<file path="src/rtl/trig_taylor_seq.sv">
// trig_taylor_seq: iterative Taylor-series cos(x) on unsigned fixed point; defining TRIG_SIN_EN adds sin(x) via mode=1.
module trig_taylor_seq #(
    parameter int W     = 10,
    parameter int FRAC  = 8,
    parameter int TERMS = 4
) (
    input  logic         clk,
    input  logic         rst,
    input  logic         start,
    input  logic         mode,
    input  logic [W-1:0] x,
    output logic         busy,
    output logic         done,
    output logic [W-1:0] result
);
    localparam int CW = FRAC + 8;
    localparam int SW = 2 * W - FRAC;
    localparam logic [2:0] IDLE = 3'd0, INIT = 3'd1, MULX = 3'd2, MULC = 3'd3, DONE = 3'd4;
    localparam logic signed [W+1:0] RMAX = (W+2)'(2 ** (W - 1) - 1);
    localparam logic signed [W+1:0] RMIN = ~RMAX;

    // Entry 0 is never addressed; it stays zero to avoid a divide by zero.
    function automatic logic [CW-1:0] coef(input int k, input bit s);
        longint d;
        if (k == 0) return '0;
        d = s ? longint'(2 * k * (2 * k + 1)) : longint'((2 * k - 1) * (2 * k));
        return CW'((longint'(1) << CW) / d);
    endfunction

    logic [2:0]        state;
    logic [W-1:0]      xr;
    logic [SW-1:0]     x2;
    logic [W:0]        t, p;
    logic signed [W+1:0] r;
    logic [2:0]        k;
    logic              s;
    logic [CW-1:0]     c;
    logic [CW-1:0]     cos_rom [8];
    logic [2*W-1:0]    xx;
    logic [W+SW:0]     tx;
    logic [W+CW:0]     pc;
    logic [W:0]        t0, p_next, t_next;
    logic signed [W+1:0] r_next;
    logic [W-1:0]      sat;

    for (genvar i = 0; i < 8; i++) begin : g_cos
        assign cos_rom[i] = coef(i, 1'b0);
    end

`ifdef TRIG_SIN_EN
    logic [CW-1:0] sin_rom [8];
    logic          sm;
    for (genvar i = 0; i < 8; i++) begin : g_sin
        assign sin_rom[i] = coef(i, 1'b1);
    end
    always_ff @(posedge clk or posedge rst) begin
        if (rst) sm <= 1'b0;
        else if (state == IDLE && start) sm <= mode;
    end
    assign s = sm;
    assign c = s ? sin_rom[k] : cos_rom[k];
`else
    logic unused_mode;
    assign unused_mode = mode;
    assign s = 1'b0;
    assign c = cos_rom[k];
`endif

    assign xx     = (2*W)'(xr) * (2*W)'(xr);
    assign tx     = (W+SW+1)'(t) * (W+SW+1)'(x2);
    assign pc     = (W+CW+1)'(p) * (W+CW+1)'(c);
    assign t0     = s ? (W+1)'(xr) : (W+1)'(2 ** FRAC);
    assign p_next = (W+1)'(tx >> FRAC);
    assign t_next = (W+1)'(pc >> CW);
    assign r_next = k[0] ? r - $signed((W+2)'(t_next)) : r + $signed((W+2)'(t_next));
    assign sat    = r_next > RMAX ? RMAX[W-1:0] : r_next < RMIN ? RMIN[W-1:0] : r_next[W-1:0];
    assign busy   = state != IDLE;
    assign done   = state == DONE;

    always_ff @(posedge clk or posedge rst) begin
        if (rst) begin
            state  <= IDLE;
            xr     <= '0;
            x2     <= '0;
            t      <= '0;
            p      <= '0;
            r      <= '0;
            k      <= '0;
            result <= '0;
        end else begin
            case (state)
                IDLE: if (start) begin
                    xr    <= x;
                    state <= INIT;
                end
                INIT: begin
                    x2    <= SW'(xx >> FRAC);
                    t     <= t0;
                    r     <= $signed((W+2)'(t0));
                    k     <= 3'd1;
                    state <= MULX;
                end
                MULX: begin
                    p     <= p_next;
                    state <= MULC;
                end
                MULC: begin
                    t     <= t_next;
                    r     <= r_next;
                    k     <= k + 3'd1;
                    // The last term lands in result here so it is valid during DONE.
                    if (k == 3'(TERMS - 1)) begin
                        result <= sat;
                        state  <= DONE;
                    end else begin
                        state <= MULX;
                    end
                end
                default: state <= IDLE;
            endcase
        end
    end
endmodule

</file>
<file path="config.mk">
export PLATFORM = sky130hd
export DESIGN_NAME = trig_taylor_seq
export DESIGN_NICKNAME = d
export VERILOG_FILES = /design/src/rtl/trig_taylor_seq.sv
export SDC_FILE = /design/constraint.sdc
export NUM_CORES = 1
export LEC_CHECK = 0
export BUFFER_PORTS_ARGS = -buffer_cell sky130_fd_sc_hd__clkbuf_2
export CAP_MARGIN = 5
export CORE_MARGIN = 4
export CORE_UTILIZATION = 55
export DETAILED_ROUTE_END_ITERATION = 7
export GPL_ROUTABILITY_DRIVEN = 0
export PLACE_DENSITY = 0.71
export SYNTH_ARGS = -nofsm -noshare
export SYNTH_HDL_FRONTEND = slang
export SYNTH_SLANG_ARGS = --single-unit
export TNS_END_PERCENT = 30
</file>
<file path="constraint.sdc">
create_clock -name clk -period 21.5 [get_ports clk]
set_input_delay 2.15 -clock clk [delete_from_list [all_inputs] [get_ports clk]]
set_output_delay 2.15 -clock clk [all_outputs]
set_load 0.01 [all_outputs]
</file>
# After elaboration in Yosys (flattened, before gate mapping)
# Memories as Yosys holds them, arrays and structs flattened.
# Cells that the tools add are included.
[op_classes] n_mux=11 n_eq_ne=6 n_lt_le_gt_ge=3 n_bitwise=1 n_mul=3 addsub=3 reduce_logical=5
[op_table] operator="$mux W16" n=2
[op_table] operator="$mul A11 B16 Y27" n=1
[op_table] operator="$pmux W12 S2" n=1
[op_table] operator="$pmux W11 S2" n=1
[op_table] operator="$mul A10 B10 Y20" n=1
[op_table] operator="$mux W10" n=2
[op_table] operator="$mul A11 B12 Y19" n=1
[op_table] operator="$add A12 B12 Y12" n=1
[op_table] operator="$gt A12 B10 Y1 const B" n=1
[op_table] operator="$lt A12 B10 Y1 const B" n=1
[op_table] operator="$mux W12" n=1
[op_table] operator="$pmux W3 S4" n=1
[op_table] operator="$sub A12 B12 Y12" n=1
[op_table] operator="$eq A3 B2 Y1 const B" n=3
[op_table] operator="$mux W3" n=2
[op_table] operator="$pmux W3 S2" n=1
[op_table] operator="$ge A4 B4 Y1 const B" n=1
[op_table] operator="$not A3 Y4" n=1
[op_table] operator="$reduce_and A2 Y1" n=2
[op_table] operator="$add A3 B1 Y3 const B" n=1
[op_table] operator="$eq A3 B1 Y1 const B" n=1
[op_table] operator="$eq A3 B3 Y1 const B" n=1
[op_table] operator="$logic_not A3 Y1" n=1
[op_table] operator="$reduce_bool A3 Y1" n=1
[op_table] operator="other kinds (2)" n=2
[totals] regBits=72 in_bits=14 mem_bits_ro=128 out_inout_bits=12 mem_count=1 elab_cells=41
[mem_list] memory="(name not given)" words=8 word_bits=16 rd=1 rd_clocked_by_memory_dff=0 write_ports=0 line="66" text="assign c = cos_rom[k];"

# Longest topological paths before layout
# Gate-level depths: netlist of run 1.
[depth] depth_word=10 mapped_depth=38 mapped_depth_nobuf=36

# Least setup slack after synthesis of run 1
# OpenSTA, ideal clock, no wires.
[synth_path] path_type="register to register" startpoint="reg k[0]" endpoint="reg result[2]" synth_period_minus_slack_ps=8213 path_stages_with_launch=37 required_ps=21423 arrival_ps=8135 setup_slack_ps=13287 n_path_buf=2 setup_time_ps=77 cell_sequence="dfrtp_1 > inv_1 > ha_1 > and2_0 > or2_2 > clkbuf_1 > nand2_1 > fa_1 > fa_1 > inv_1 > fa_1 > fa_1 > inv_1 > fa_1 > inv_1 > ha_1 > and4_1 > a41oi_1 > a21oi_1 > o21ai_0 > nand2_1 > ha_1 > inv_1 > o21ai_0 > inv_1 > ha_1 > nor2b_1 > o31a_1 > o21ai_0 > o21ai_0 > a41oi_1 > o2bb2ai_1 > xnor2_1 > xnor2_1 > buf_2 > o21ai_0 > a21oi_1"
[synth_between] elab_chain_len=10 word_cells_on_any_way=14 cone_classes="add/sub: 2; mul: 1; order compare: 2; eq/ne: 1; mux: 5; bitwise: 1; reduce/logical: 1; memory: 1"
[synth_rtl] item="start: declaration" line="35" text="logic [2:0] k;"
[synth_rtl] item="start signal: assignment" line="110" text="k <= k + 3'd1;"
[synth_rtl] item="$not A3 Y4 (implied by the code)" line="66"
[synth_rtl] item="$mem_v2 Z8 W16"
[synth_rtl] item="$mux W16 (implied by the code) (2 in series)" line="66"
[synth_rtl] item="$mul A11 B16 Y27" line="71" text="assign pc = (W+CW+1)'(p) * (W+CW+1)'(c);"
[synth_rtl] item="$add A12 B12 Y12 / $sub A12 B12 Y12 (equally long branches)" line="75" text="assign r_next = k[0] ? r - $signed((W+2)'(t_next)) : r + $signed((W+2)'(t_next));"
[synth_rtl] item="$mux W12" line="75"
[synth_rtl] item="$lt A12 B10 Y1" line="76" text="assign sat = r_next > RMAX ? RMAX[W-1:0] : r_next < RMIN ? RMIN[W-1:0] : r_next[W-1:0];"
[synth_rtl] item="$mux W10 (2 in series)" line="76"
[synth_rtl] item="end signal: assignment" line="113" text="result <= sat;"
[synth_rtl] item="end: declaration" line="14" text="output logic [W-1:0] result"
# Several ways; a longest one is shown, not always the timed one. The select of a mux whose other input is x is not followed.
# A chain may end at the register's enable or synchronous reset.

# Worst setup path in the final report of run 1
[layout_path] startpoint="reg k[2]" endpoint="reg result[8]"
# Same word-level chain as after synthesis.

==> results of run 1 <==
-- cells by family after synthesis --
logic type      count (synthesis)  share of synthesized area [%]
simple gates                  499                           17.0
fa+ha+maj                     406                           47.4
buf+inv                       385                           10.0
compound gates                194                           8.47
flops                          72                           12.5
xor+xnor                       62                           3.77
mux                            10                          0.774
-- cell usage in the layout, fill, tap and decap left out, types with 4 or more instances in the layout --
cell type,instances
nand2b_1,11
inv_1,313
ha_1,173
nand2_1,220
a21oi_1,42
fa_1,233
and3_1,22
nor2_1,51
or2_2,6
clkbuf_2,24
a21boi_0,4
nor2b_1,16
xnor2_1,43
nor3_1,11
and2_1,122
or3_1,7
mux2_2,8
a211oi_1,7
o21a_1,6
a21o_1,9
dfrtp_1,72
xor2_1,19
a22o_1,10
clkbuf_16,9
nand3_1,15
o31ai_1,5
o21ai_0,70
a31oi_1,5
-- routing by layer --
metal | track usage, % | wire length [um] | vias to the layer above
met2 | 39.9 | 15500 | 232
met3 | 2.80 | 1490 | 52
met5 | 0 | 0 | -
li1 | - | - | 5000
met1 | 31.0 | 13600 | 5291
met4 | 6.13 | 690 | 0
-- stage by stage --
step | instances | worst slack, ns | hold WS (ns)
global route | 1931 | 10.55 | 0.513
finish | 1931 | 11.29 | 0.490
global placement | 1915 | 11.64 | 0.472
detailed placement | 1915 | 11.43 | 0.479
floorplan | 1628 | 13.29 | 0.456
CTS | 1931 | 11.37 | 0.495
-- worst register-to-register path, delay by kind of cell (launching register included) --
kind / cells / cell delay (ns)
fa+ha+maj: 8 / 3.52
compound gates: 12 / 3.10
simple gates: 4 / 1.41
xor+xnor: 2 / 0.81
flops: 1 / 0.78
buf+inv: 6 / 0.48
-- worst min-delay path by stage --
stage                     startpoint         to  slack [ns]  depth (start not counted)
after floorplan                r[10]      r[10]        0.46                          2
after global placement     result[9]  result[9]        0.47                          2
after detailed placement   result[0]  result[0]        0.48                          2
after CTS                  result[0]  result[0]        0.49                          2
after global routing       result[9]  result[9]        0.51                          2
final                      result[0]  result[0]        0.49                          2
-- registers in the layout, summed over array words and instances (netlist names) --
signal and count:
k 3, p 11, r 12, result 10, state 3, t 11, x2 12, xr 10
-- layout make-up --
class / instances / area [um^2]
Multi-Input combinational cell: 1171 / 11100
Fill cell: 2257 / 10500
Sequential cell: 72 / 1800
Inverter: 315 / 1180
Tap cell: 330 / 413
Clock buffer: 9 / 225
Timing Repair Buffer: 27 / 143
Clock inverter: 7 / 83.8
==> flow_summary.yaml, run 1 <==
clock_tree:
  ctsHtreeMaxLevel: 3
  cts-root-buf: "clkbuf_16"
  clock_latency_ns: 0.35
  clkTransAtPathRegs_ns: 0.07
  cts.path.max_buffers: 2
  cts_hold_buf: 0
  ctsResizeCount: 0
  cts_made_buffers: 9
  cts_tree: "done"
  clock_sinks: 72
  postCtsSetupRepairBufs: 0
timing:
  clock_skew_ns: 0.0118
  finalCritPeriodShare_pct: 47.5
  setup_viol_count_final: 0
  fmax_mhz: 98.0
  worst_slew_pin_slew_ns: 1.21
  fin_crit_ns: 10.21
  fin_tns_setup_ns: 0
  slew_headroom_pct: 18.6
  grt_setup_unrepaired: "no"
  hold_viol: 0
  slew_viol_final: 0
logic_synthesis:
  synth-async-reset-ratio_pct: 100
  syn_area_um2: 14400
  synth_top_cell_by_area: "fa_1"
  synth_seq_cells: 72
  ys.flop_type: "dfrtp_1"
  synth.area.top_cells: "fa_1, ha_1, dfrtp_1"
  syn_nets: 2048
  ys_types: 61
  synth_edf_count: 0
  synth_most_common_cell: "inv_1"
  synth-seq-area-share_pct: 12.5
  yosys_warnings: 0
  synth_common_cells: "inv_1, fa_1, nand2_1"
  yosysTopAreaCellShare_pct: 32.4
  avgSynthCellArea_um2: 8.84
  syn-instance-count: 1628
detailed_routing:
  wl_per_cell_um: 16.2
  drtIter0Drc: 592
  drt-pass1-iter-count: 6
  ant_nets: 0
  viasPerCell: 5.48
  wirelength_um: 31300
  drcViolationCount: 0
  vias: 10600
critical_path:
  rrSetupSlack_ns: 11.29
  path_class: "reg -> reg"
  slowest_stage: "nor2_1"
  crit_family: "adder cells"
  cp_slowest_stage_delay_ns: 0.83
  r2r-start: "k[2]"
  start_kind: "flip-flop"
  cp_num_buf_inv: 6
  crit_path_start: "k[2]"
  cp-endpoint: "result[8]"
  r2r_cells: 32
  reg2reg_to: "result[8]"
  worst_ep_arrival_time_ns: 10.48
  crit_required_ns: 21.77
  cp_max_fo: 22
  cp.depth: 32
  endpoint_kind: "flip-flop"
outcome:
  outcome: "finished clean"
layout:
  final_cell_area_um2: 15000
  synthToLayoutAreaGrowth_pct: 4.17
  nNetsFinal: 2016
  utilization_pct: 58.9
  drive_gt1_share_pct: 4.25
  antenna_cells: 0
global_routing:
  grt_max_degree: 73
  grt.overflow.total: 0
  grt_pass1_vias: 11100
  grt_first_pass_wirelength_um: 54200
  antenna_found_initial: 0
  grt.total_usage_pct: 23.1
placed_design:
  portBuffers: 24
  place_area_um2: 14700
  hpwl_um: 25300
floorplanning:
  die-area_um2: 28800
  io_pins: 26
  fp.dieW_um: 170
  start_util_pct: 56.5
  core_region_area_um2: 25500
  die_h_um: 170
  fp-row-count: 58
hold_path:
  hp-class: "reg -> reg"
run:
  drv_cap: 0
Power of run 1 is left out: the tool's default activity adds up to more than one toggle a clock period on the data nets, which glitch-free logic cannot reach.
==> run 2, diff against run 1 <==
clock period = 9.9 ns   (was 21.5 ns; I/O delays follow)
==> run 2 against run 1 <==
Net effect: clock skew rose by 0.0051 ns; worst setup slack got worse by 11 ns; clock-buffer cell count did not move; cell count rose by 0.67%; final area rose by 0.66%; first-iteration DRC count rose by 13%; utilization rose by 0.39 points; hold slack improved by 0.0073 ns; critical path depth rose by 3; non-clock buffer count rose by 13; largest cell class unchanged; highest routed layer unchanged.
==> flow_summary.yaml, run 2 (synthesis results as in run 1) <==
outcome:
  outcome: "finished clean"
detailed_routing:
  drtIter0Drc: 670
  ant_nets: 0
  viasPerCell: 5.47
  drcViolationCount: 0
  vias: 10600
  wirelength_um: 31100
  wl_per_cell_um: 16.0
  drt-pass1-iter-count: 6
global_routing:
  grt.total_usage_pct: 22.9
  grt_pass1_vias: 11200
  antenna_found_initial: 0
  grt_first_pass_wirelength_um: 54000
  grt.overflow.total: 0
  grt_max_degree: 73
floorplanning:
  fp-row-count: 58
  fp.dieW_um: 170
  die_h_um: 170
  core_region_area_um2: 25500
  start_util_pct: 56.5
  die-area_um2: 28800
  io_pins: 26
timing:
  worst_slew_pin_slew_ns: 0.935
  slew_viol_final: 0
  hold_viol: 0
  clock_skew_ns: 0.0169
  fin_crit_ns: 9.42
  fin_tns_setup_ns: 0
  slew_headroom_pct: 37.7
  fmax_mhz: 106
  grt_setup_unrepaired: "no"
  setup_viol_count_final: 0
  finalCritPeriodShare_pct: 95.1
layout:
  largestRegisters: "r x12, x2 x12"
  final_common_cell: "inv_1"
  drive_gt1_share_pct: 5.08
  nNetsFinal: 2029
  antenna_cells: 0
  synthToLayoutAreaGrowth_pct: 4.86
  mostFrequentLayoutCells: "inv_1, fa_1, nand2_1, ha_1, and2_1"
  fillers: 2229
critical_path:
  crit_top_cell: "inv_1"
  rrSetupSlack_ns: 0.48
  start_kind: "flip-flop"
  slowest_stage: "fa_1"
  cp_slowest_stage_delay_ns: 0.54
  crit_family: "adder cells"
  crit_required_ns: 10.12
  r2r-start: "k[1]"
  reg2reg_to: "result[3]"
  cp_max_fo: 11
  path_class: "reg -> reg"
  endpoint_kind: "flip-flop"
  r2r_cells: 35
  cp_num_buf_inv: 7
  worst_ep_arrival_time_ns: 9.63
clock_tree:
  cts-root-buf: "clkbuf_16"
  cts_tree: "done"
  ctsHtreeMaxLevel: 3
  cts_made_buffers: 9
  clock_latency_ns: 0.35
  clkTransAtPathRegs_ns: 0.07
  clock_sinks: 72
  cts.path.max_buffers: 2
hold_path:
  hold_depth: 2
  hp-start: "result[1]"
  hp-class: "reg -> reg"
  min_to: "result[1]"
placed_design:
  portBuffers: 24
  hpwl_um: 25400
run:
  drv_cap: 0
-- run 2: cell count changes in the layout (fill, tap and decap cells not counted), sizes merged --
cell | previous run | this run
inv | 318 | 317
clkinv | 2 | 3
buf | 3 | 16
-- run 2: timing repair --
action | in CTS | in global routing
gates resized for setup | 0 | 2
hold buffers | 0 | 0
setup endpoints to repair | 0 | 10
buffers inserted | 0 | 2
-- run 2: worst register-to-register path: cells and delay by family, from the launching register on --
kind	cells	cell delay [ns]
compound gates	10	2.46
xor+xnor	2	0.31
fa+ha+maj	9	3.69
buf+inv	7	0.69
flops	1	0.53
simple gates	7	1.61
-- run 2: per-stage QoR --
step | area (um^2) | utilization [%] | hold slack (ns) | instances | setup WS [ns]
6_report | 15100 | 59.2 | 0.497 | 1944 | 0.483
5_1_grt | 15100 | 59.2 | 0.524 | 1944 | 0.00690
4_1_cts | 15100 | 59.2 | 0.500 | 1942 | 0.137
3_5_place_dp | 14800 | 58.0 | 0.482 | 1926 | 0.192
3_3_place_gp | 14800 | 58.0 | 0.471 | 1926 | 0.407
2_1_floorplan | 14400 | - | 0.456 | 1628 | 1.69
-- run 2: how the worst max path moves through the flow --
stage | endpoint | slack (ns) | from | cells after the start
after global placement | result[7] | 0.41 | k[1] | 34
after detailed placement | result[7] | 0.19 | k[1] | 34
after global routing | result[3] | 0.007 | k[1] | 35
final | result[3] | 0.48 | k[1] | 35
after CTS | result[7] | 0.14 | k[1] | 34
after floorplan | result[2] | 1.69 | k[0] | 36
-- run 2: layer usage --
metal	global-route usage (%)	vias to the layer above	part of all wire (%)	wire, um
li1	-	5019	-	-
met1	31.0	5318	44	13500
met2	40.5	254	50	15700
met3	2.14	39	4.6	1420
met4	4.41	0	1.5	476
met5	0	-	0	0
-- run 2: layout make-up --
cell class	count	area [um^2]	share of cell area, %
flip-flops and latches	72	1800	11.9
clock inverters	7	77.6	0.514
inverters	315	1180	7.83
repair buffers	40	240	1.59
well taps	330	413	2.74
multi-input cells	1171	11200	73.9
clock buffers	9	225	1.49
Power of run 2 is left out for the same reason.
==> run 3, diff against run 2 <==
CORE_ASPECT_RATIO = 2   (was default)
CORE_UTILIZATION = 45   (was 55)
PLACE_DENSITY = default   (was 0.71)
==> run 3 against run 2 <==
Net effect: clock skew fell by 0.0059 ns; cell count is 5.1% higher; clock-buffer cell count stayed put; register-to-register slack gained 0.32 ns; critical path type unchanged; non-clock buffer count is 6 higher; sequential share of layout area down 0.12 points; global-route usage is 1.3 points lower; largest cell class unchanged; via count grew 2.2%.
==> flow_summary.yaml, run 3 (synthesis results as in run 1) <==
outcome:
  outcome: "finished clean"
hold_path:
  hp-class: "reg -> reg"
  hold_depth: 2
  min_to: "result[9]"
  hp-start: "result[9]"
critical_path:
  r2r-start: "k[1]"
  cp_slowest_stage_delay_ns: 0.63
  rrSetupSlack_ns: 0.81
  endpoint_kind: "flip-flop"
  path_class: "reg -> reg"
  crit_top_cell: "inv_1"
  crit_required_ns: 10.14
  cp_max_fo: 12
  slowest_stage: "fa_1"
  start_kind: "flip-flop"
  reg2reg_to: "result[7]"
  worst_ep_arrival_time_ns: 9.33
  r2r_cells: 34
timing:
  setup_viol_count_final: 0
  setup_ws_ns: 0.806
  hold_viol: 0
  worst_slew_pin_slew_ns: 1.01
  fmax_mhz: 110
  slew_headroom_pct: 32.2
  slew_viol_final: 0
  finalCritPeriodShare_pct: 91.9
  fin_crit_ns: 9.09
  fin_tns_setup_ns: 0
  grt_setup_unrepaired: "no"
  clock_skew_ns: 0.0110
layout:
  largestRegisters: "r x12, x2 x12"
  nNetsFinal: 2035
  final_common_cell: "inv_1"
  mostFrequentLayoutCells: "inv_1, fa_1, nand2_1, ha_1, and2_1"
  fillers: 3082
  drive_gt1_share_pct: 5.37
  antenna_cells: 0
  synthToLayoutAreaGrowth_pct: 5.91
global_routing:
  grt_first_pass_wirelength_um: 59800
  grt_pass1_vias: 12100
  grt.overflow.total: 0
  grt.total_usage_pct: 21.6
  antenna_found_initial: 0
  grt.busiest_layer: "met2"
  grt_max_degree: 73
  grt_use_met2_pct: 43.9
  met3_usage_pct: 1.74
  grt_use_met1_pct: 20.6
placed_design:
  hpwl_um: 30000
  portBuffers: 24
  pre_cts_ws_ns: 0.869
clock_tree:
  clock_latency_ns: 0.36
  cts_made_buffers: 9
  ctsHtreeMaxLevel: 3
  cts_tree: "done"
  ctsResizeCount: 0
  cts_hold_buf: 0
  postCtsSetupRepairBufs: 0
  clkTransAtPathRegs_ns: 0.07
  clock_sinks: 72
  cts.path.max_buffers: 2
  cts-root-buf: "clkbuf_16"
detailed_routing:
  wirelength_um: 35500
  drt-pass1-iter-count: 5
  drcViolationCount: 0
  vias: 10900
  ant_nets: 0
  viasPerCell: 5.32
  drtIter0Drc: 498
  wl_per_cell_um: 17.4
floorplanning:
  fp-row-count: 92
  io_pins: 26
  start_util_pct: 45.6
  die-area_um2: 35100
  fp.dieW_um: 134
  core_region_area_um2: 31500
  die_h_um: 261
run:
  drv_cap: 0
[run 3: routing by layer]
metal | vias up | part of all wire (%)
met5 | - | 0
met4 | 0 | 6.2
met3 | 121 | 2.1
met2 | 218 | 59
met1 | 5485 | 33
li1 | 5036 | -
[run 3: stage by stage]
step	instance area, um^2	hold slack [ns]	util [%]	instances
2_1_floorplan	14400	0.456	-	1628
3_3_place_gp	14900	0.468	47.4	2027
3_5_place_dp	14900	0.470	47.4	2027
4_1_cts	15200	0.486	48.3	2043
5_1_grt	15200	0.525	48.3	2043
6_report	15200	0.479	48.3	2043
[run 3: layout make-up]
cell class | instances | area [um^2] | share of cell area, %
well taps | 423 | 529 | 3.47
clock buffers | 9 | 225 | 1.48
multi-input cells | 1171 | 11100 | 73.1
flip-flops and latches | 72 | 1800 | 11.8
clock inverters | 7 | 73.8 | 0.484
repair buffers | 46 | 285 | 1.87
inverters | 315 | 1180 | 7.76
[run 3: how the worst max path moves through the flow]
stage                     slack (ns)  startpoint         to  cells past startpoint
after floorplan                 1.69        k[0]  result[2]                     36
after global placement          0.99        k[1]  result[7]                     34
final                           0.81        k[1]  result[7]                     34
after detailed placement        0.87        k[0]  result[7]                     34
after global routing            0.13        k[1]  result[7]                     35
after CTS                       0.83        k[1]  result[7]                     35
[run 3: worst max-delay path, delay by kind of cell (launching register included)]
kind | cells | cell delay (ns)
simple gates | 5 | 0.98
xor+xnor | 2 | 0.24
compound gates | 11 | 2.60
fa+ha+maj | 9 | 3.95
buf+inv | 7 | 0.68
flops | 1 | 0.53
Power of run 3 is left out for the same reason.
